<file path="config.mk">
export PLATFORM = sky130hd
export DESIGN_NAME = csc_matrix_pipe
export DESIGN_NICKNAME = d
export VERILOG_FILES = /design/src/rtl/csc_matrix_pipe.sv
export SDC_FILE = /design/constraint.sdc
export NUM_CORES = 2
export LEC_CHECK = 0
export ABC_AREA = 1
export ABC_CLOCK_PERIOD_IN_PS = 11900
export BUFFER_PORTS_ARGS = -buffer_cell sky130_fd_sc_hd__buf_2
export CORE_MARGIN = 4
export CORE_UTILIZATION = 44
export DETAILED_ROUTE_END_ITERATION = 6
export GPL_TIMING_DRIVEN = 1
export SKIP_LAST_GASP = 1
export SYNTH_ARGS = -nofsm -noshare
export SYNTH_HDL_FRONTEND = slang
export SYNTH_SLANG_ARGS = --single-unit
</file>
<file path="constraint.sdc">
create_clock -name clk -period 11.9 [get_ports clk]
set_input_delay 0.595 -clock clk [delete_from_list [all_inputs] [get_ports clk]]
set_output_delay 0.595 -clock clk [all_outputs]
set_load 0.01 [all_outputs]
</file>
<file path="src/rtl/csc_matrix_pipe.sv">
// Three-stage RGB->YCbCr converter (BT.601/709/2020 or bypass, full/limited range).
// Mode, range and user bits ride along with each pixel; one global enable stalls the whole pipe.
module csc_matrix_pipe #(
  parameter int IW = 8,
  parameter int OW = 8,
  parameter int CF = 14,
  parameter int UW = 2
) (
  input  logic          clk,
  input  logic          rst,
  input  logic          s_valid,
  output logic          s_ready,
  input  logic [IW-1:0] s_r,
  input  logic [IW-1:0] s_g,
  input  logic [IW-1:0] s_b,
  input  logic [1:0]    s_mode,
  input  logic          s_limited,
  input  logic [UW-1:0] s_user,
  output logic          m_valid,
  input  logic          m_ready,
  output logic [OW-1:0] m_y,
  output logic [OW-1:0] m_cb,
  output logic [OW-1:0] m_cr,
  output logic [UW-1:0] m_user
);

  localparam int SH      = CF + IW - OW;
  localparam int CW      = CF + 2;
  localparam int PW      = IW + CF + 2;
  localparam int SW      = IW + CF + 4;
  localparam int RND     = 32'sd1 <<< (SH - 1);
  localparam int FULL_HI = (32'sd1 <<< OW) - 32'sd1;
  localparam int C_MID   = 32'sd1 <<< (OW - 1);
  localparam int LIM_LO  = 32'sd16 <<< (OW - 8);
  localparam int Y_HI    = 32'sd235 <<< (OW - 8);
  localparam int C_HI    = 32'sd240 <<< (OW - 8);

  function automatic int q14(input int m, input int k);
    logic [4:0] idx;
    int         q;
    idx = 5'(m * 9 + k);
    case (idx)
      5'd0:  q = 32'sd4899;  5'd1:  q = 32'sd9617;  5'd2:  q = 32'sd1868;
      5'd3:  q = -32'sd2765; 5'd4:  q = -32'sd5427; 5'd5:  q = 32'sd8192;
      5'd6:  q = 32'sd8192;  5'd7:  q = -32'sd6860; 5'd8:  q = -32'sd1332;
      5'd9:  q = 32'sd3483;  5'd10: q = 32'sd11718; 5'd11: q = 32'sd1183;
      5'd12: q = -32'sd1877; 5'd13: q = -32'sd6315; 5'd14: q = 32'sd8192;
      5'd15: q = 32'sd8192;  5'd16: q = -32'sd7441; 5'd17: q = -32'sd751;
      5'd18: q = 32'sd4304;  5'd19: q = 32'sd11108; 5'd20: q = 32'sd972;
      5'd21: q = -32'sd2288; 5'd22: q = -32'sd5904; 5'd23: q = 32'sd8192;
      5'd24: q = 32'sd8192;  5'd25: q = -32'sd7533; 5'd26: q = -32'sd659;
      default: q = 32'sd0;
    endcase
    return q;
  endfunction

  // Round half away from zero, so positive and negative coefficients scale symmetrically.
  function automatic int rnd_div(input int num, input int den);
    if (num >= 32'sd0) begin
      return (num + den / 32'sd2) / den;
    end else begin
      return -((-num + den / 32'sd2) / den);
    end
  endfunction

  function automatic int coef_calc(input int m, input int l, input int k);
    int c;
    if (m == 32'sd3) begin
      c = (k == 32'sd1 || k == 32'sd5 || k == 32'sd6) ? (32'sd1 <<< CF) : 32'sd0;
    end else begin
      c = rnd_div(q14(m, k) * (32'sd1 <<< CF), 32'sd16384);
      if (l != 32'sd0) begin
        c = rnd_div(c * ((k < 32'sd3) ? 32'sd219 : 32'sd224), 32'sd255);
      end
    end
    return c;
  endfunction

  function automatic logic [OW-1:0] round_clamp(input logic signed [SW-1:0] sum,
                                                input logic signed [SW-1:0] off,
                                                input logic signed [SW-1:0] lo,
                                                input logic signed [SW-1:0] hi);
    logic signed [SW-1:0] t;
    t = ((sum + SW'(RND)) >>> SH) + off;
    if (t < lo) begin
      return lo[OW-1:0];
    end else if (t > hi) begin
      return hi[OW-1:0];
    end else begin
      return t[OW-1:0];
    end
  endfunction

  logic                 en_s;
  logic [IW-1:0]        rgb_s [3];
  logic signed [CW-1:0] coef_tab [4][2][9];
  logic signed [PW-1:0] prod_d [9];
  logic signed [PW-1:0] prod_q [9];
  logic signed [SW-1:0] sum_d [3];
  logic signed [SW-1:0] sum_q [3];
  logic                 v1_q, lim1_q, byp1_q;
  logic                 v2_q, lim2_q, byp2_q;
  logic [UW-1:0]        user1_q, user2_q, m_user_q;
  logic signed [SW-1:0] y_off_s, c_off_s, y_lo_s, y_hi_s, c_lo_s, c_hi_s;
  logic [OW-1:0]        y_d, cb_d, cr_d, y_q, cb_q, cr_q;
  logic                 m_valid_q;

  assign en_s     = !m_valid_q || m_ready;
  assign s_ready  = en_s;
  assign rgb_s[0] = s_r;
  assign rgb_s[1] = s_g;
  assign rgb_s[2] = s_b;

  // Constant table [mode][limited][row*3+col]; bypass rows are a permutation matrix scaled by 2^CF.
  for (genvar m = 0; m < 4; m++) begin : g_m
    for (genvar l = 0; l < 2; l++) begin : g_l
      for (genvar k = 0; k < 9; k++) begin : g_k
        localparam int COEF = coef_calc(m, l, k);
        assign coef_tab[m][l][k] = CW'(COEF);
      end
    end
  end

  for (genvar k = 0; k < 9; k++) begin : g_prod
    assign prod_d[k] = PW'($signed({1'b0, rgb_s[k % 3]})) * PW'(coef_tab[s_mode][s_limited][k]);
  end

  for (genvar r = 0; r < 3; r++) begin : g_sum
    assign sum_d[r] = SW'(prod_q[3*r]) + SW'(prod_q[3*r+1]) + SW'(prod_q[3*r+2]);
  end

  // Offsets and clamp windows for the pixel currently in the last stage.
  always_comb begin
    y_off_s = '0;
    c_off_s = SW'(C_MID);
    y_lo_s  = '0;
    y_hi_s  = SW'(FULL_HI);
    c_lo_s  = '0;
    c_hi_s  = SW'(FULL_HI);
    if (byp2_q) begin
      c_off_s = '0;
    end else if (lim2_q) begin
      y_off_s = SW'(LIM_LO);
      y_lo_s  = SW'(LIM_LO);
      y_hi_s  = SW'(Y_HI);
      c_lo_s  = SW'(LIM_LO);
      c_hi_s  = SW'(C_HI);
    end else begin
      y_off_s = '0;
    end
    y_d  = round_clamp(sum_q[0], y_off_s, y_lo_s, y_hi_s);
    cb_d = round_clamp(sum_q[1], c_off_s, c_lo_s, c_hi_s);
    cr_d = round_clamp(sum_q[2], c_off_s, c_lo_s, c_hi_s);
  end

  always_ff @(posedge clk) begin
    if (rst) begin
      v1_q      <= 1'b0;
      lim1_q    <= 1'b0;
      byp1_q    <= 1'b0;
      user1_q   <= '0;
      prod_q    <= '{default: '0};
      v2_q      <= 1'b0;
      lim2_q    <= 1'b0;
      byp2_q    <= 1'b0;
      user2_q   <= '0;
      sum_q     <= '{default: '0};
      m_valid_q <= 1'b0;
      y_q       <= '0;
      cb_q      <= '0;
      cr_q      <= '0;
      m_user_q  <= '0;
    end else if (en_s) begin
      v1_q      <= s_valid;
      lim1_q    <= s_limited;
      byp1_q    <= (s_mode == 2'd3);
      user1_q   <= s_user;
      prod_q    <= prod_d;
      v2_q      <= v1_q;
      lim2_q    <= lim1_q;
      byp2_q    <= byp1_q;
      user2_q   <= user1_q;
      sum_q     <= sum_d;
      m_valid_q <= v2_q;
      y_q       <= y_d;
      cb_q      <= cb_d;
      cr_q      <= cr_d;
      m_user_q  <= user2_q;
    end
  end

  assign m_valid = m_valid_q;
  assign m_y     = y_q;
  assign m_cb    = cb_q;
  assign m_cr    = cr_q;
  assign m_user  = m_user_q;

endmodule

</file>
==> results.cfg <==
[sta]
max_freq_mhz = 139
min_period_ns = 7.20
post-route-period-util_pct = 60.5
slew_viol_final = 0
tns_ns = 0
final.setup_skew_ns = 0.0308
worst_pin_slew_ns = 1.18
finalHoldViolations = 0
finalSetupViolCount = 0
rsz0062_at_grt = false
slew-limit-headroom_pct = 20.9

[floorplan]
pin_count = 61
dieArea_um2 = 110000
start_util_pct = 44.5
die_h_um = 332
die_x_um = 332
core_area_um2 = 104000
rows = 118

[synth]
ys_seq_elements = 283
ys_seq_area_share_pct = 12.2
synth_edf_count = 0
yosys.area.top_type = fa_1
async_reset_ff_share_pct = 0
synth_cell_types = 47
netlist_top_cells_area = fa_1, ha_1, dfxtp_1
synth_cells = 6171
synth_flop_cell = dfxtp_1
syn_nets = 7407
mappedNetlistArea_um2 = 46300
synth_warnings = 0
synth.avg_cell_area_um2 = 7.50
synth_top_cell_area_share_pct = 26.2

[setup_path]
worstReg2RegStart = byp2_q
max_stage_delay_ns = 0.92
r2r-end = m_y[6]
cp_common_cell = inv_1
worstSetupStartpoint = s_mode[1]
crit_slowest_cell = nor2_1
cp_max_fo = 24
path_class = in -> reg
crit_path_start_kind = input port
worst-r2r-cell-count = 20
cp.required_ns = 12.41
cp_data_arrival_time_ns = 7.71
crit_end = prod_q[45]
critPathCaptureType = flip-flop
rrSetupSlack_ns = 8.10

[final_layout]
fin_cells = 7544
final_common_cell = inv_1
fillers = 10575
syn2layout_area_growth_pct = 6.44
drive_gt1_share_pct = 3.65
num-nets-final = 7366
final_cell_mix = inv_1, nand2_1, nor2_1

[clock_network]
cts_setup_buffers = 0
ctsHoldBuffers = 0
ctsResizeCount = 0
cts.sinks = 283
cts_buffer_depth = 3
h-tree-depth = 2
insertion_delay_ns = 0.63
root_buffer = clkbuf_16
cts_buffers = 38
cts_tree = done
cts.clk_slew.worst_paths_ns = 0.06

[power_and_ir_drop]
pwr_density_cell_nw_per_um2 = 230
vdd_drop_max_v = 0.000169
p_leak_uw = 0.0279

[placement]
io_buffers = 60
dp_hpwl_mm = 124
post-place-cells = 7470
gp_congestion = 0.984

[run]
cap_violations = 0

[global_routing]
grtUsageTotal_pct = 27.2
grt_max_degree = 141
antenna_found_initial = 10
overflow = 0
grt_pass1_vias = 39545
grt_pass1_wl_mm = 235

[routing]
wl_per_cell_um = 19.8
drtIter0Drc = 3115
ant_nets = 0
vias = 39277
routed_via_density = 5.21
wl_mm = 149
drc = 0
drtPass1Iterations = 6

[run_status]
outcome = finished, final reports clean

[worst_hold_path]
hp-class = in -> reg
## worst max-delay path: cells and delay by family
kind                       cells  cell delay [ns]
AOI/OAI and AO/OA              4             0.67
adders and majority gates      6             2.90
xor gates and xnor gates       1             0.09
buffers and inverters          9             1.48
and+or+nand+nor                7             1.95
## metrics by stage
stage | instance area, um^2 | total power, uW | setup slack, ns | utilization [%] | hold WS, ns
floorplan | 46300 | 7610 | 6.00 | - | 0.438
global placement | 47900 | 9980 | 4.52 | 46.1 | 0.450
detailed placement | 47900 | 9990 | 4.29 | 46.1 | 0.455
CTS | 49300 | 11400 | 4.93 | 47.4 | 0.218
global route | 49300 | 12700 | 4.44 | 47.4 | 0.267
finish | 49300 | 11300 | 4.70 | 47.4 | 0.257
## cells by family (layout without fill, tap and decap cells)
family | after synthesis | count (layout) | synth area share, %
AO/OA/AOI/OAI | 970 | 970 | 12.1
XOR/XNOR | 145 | 145 | 2.74
adder cells (fa/ha/maj) | 1203 | 1203 | 42.3
buffers and inverters | 1673 | 1660 | 13.6
flip-flops | 283 | 283 | 12.2
other | 0 | 6 | 0
AND/OR/NAND/NOR | 1897 | 1897 | 17.0
## power by group
group          internal (uW)  switching, uW
clock network            750            519
logic                   3090           5360
registers               1280            352
## per-layer routing
metal / up-vias / GRT usage (%) / wire length, um
li1: 18983 / - / -
met1: 18862 / 37.7 / 66400
met2: 1171 / 43.9 / 67000
met3: 255 / 4.08 / 9970
met4: 6 / 8.88 / 5960
met5: - / 0 / 42
## registers in the layout, summed over array words and instances (netlist names), 2 cells and up
register / count
user1_q: 2
prod_q: 207
m_cb: 8
m_y: 8
m_user: 2
m_cr: 8
user2_q: 2
sum_q: 39
## worst min path at each step
stage	slack, ns	to	start	cells after the start
6_report	0.26	v1_q	s_valid	3
5_1_grt	0.27	v1_q	s_valid	3
4_1_cts	0.22	user1_q[0]	s_user[0]	3
3_5_place_dp	0.46	m_cr[2]	m_cr[2]	2
3_3_place_gp	0.45	m_cr[5]	m_cr[5]	2
2_1_floorplan	0.44	prod_q[120]	prod_q[120]	2
## area by class of cell
cell class                 instances  area (um^2)  share of cell area (%)
multi-input combinational       4215        34300                    69.7
sequential                       283         5670                    11.5
inverter                        1506         5670                    11.5
tap                             1380         1730                    3.50
clock buffer                      52         1110                    2.26
timing repair buffer              86          508                    1.03
clock inverter                    16          224                   0.455
antenna                            6         15.0                  0.0305
## Yosys cell counts, types with 3 or more instances
cell and instances:
xnor2_1 45, nor4_1 14, a21oi_2 3, a211oi_1 10, nor2_2 13, nand2_2 9
o31ai_1 10, dfxtp_1 283, fa_1 605, nand2_1 857, o21a_1 10, xor2_1 100
a21boi_0 11, a21oi_1 327, o21ai_0 353, a31o_2 8, o211ai_1 58, a21o_1 36
o221ai_1 6, clkinv_1 9, o21bai_1 111, and2_1 6, or2_2 10, clkbuf_1 148
inv_1 1492, a31oi_1 16, nor2_4 8, nand4_1 61, inv_2 5, ha_1 598
nor3_1 36, nor2_1 669, nand2_4 3, buf_1 17, nand3_1 192, nand3b_1 8
nand3_2 7
No activity file was read; power rests on OpenSTA's default activity.
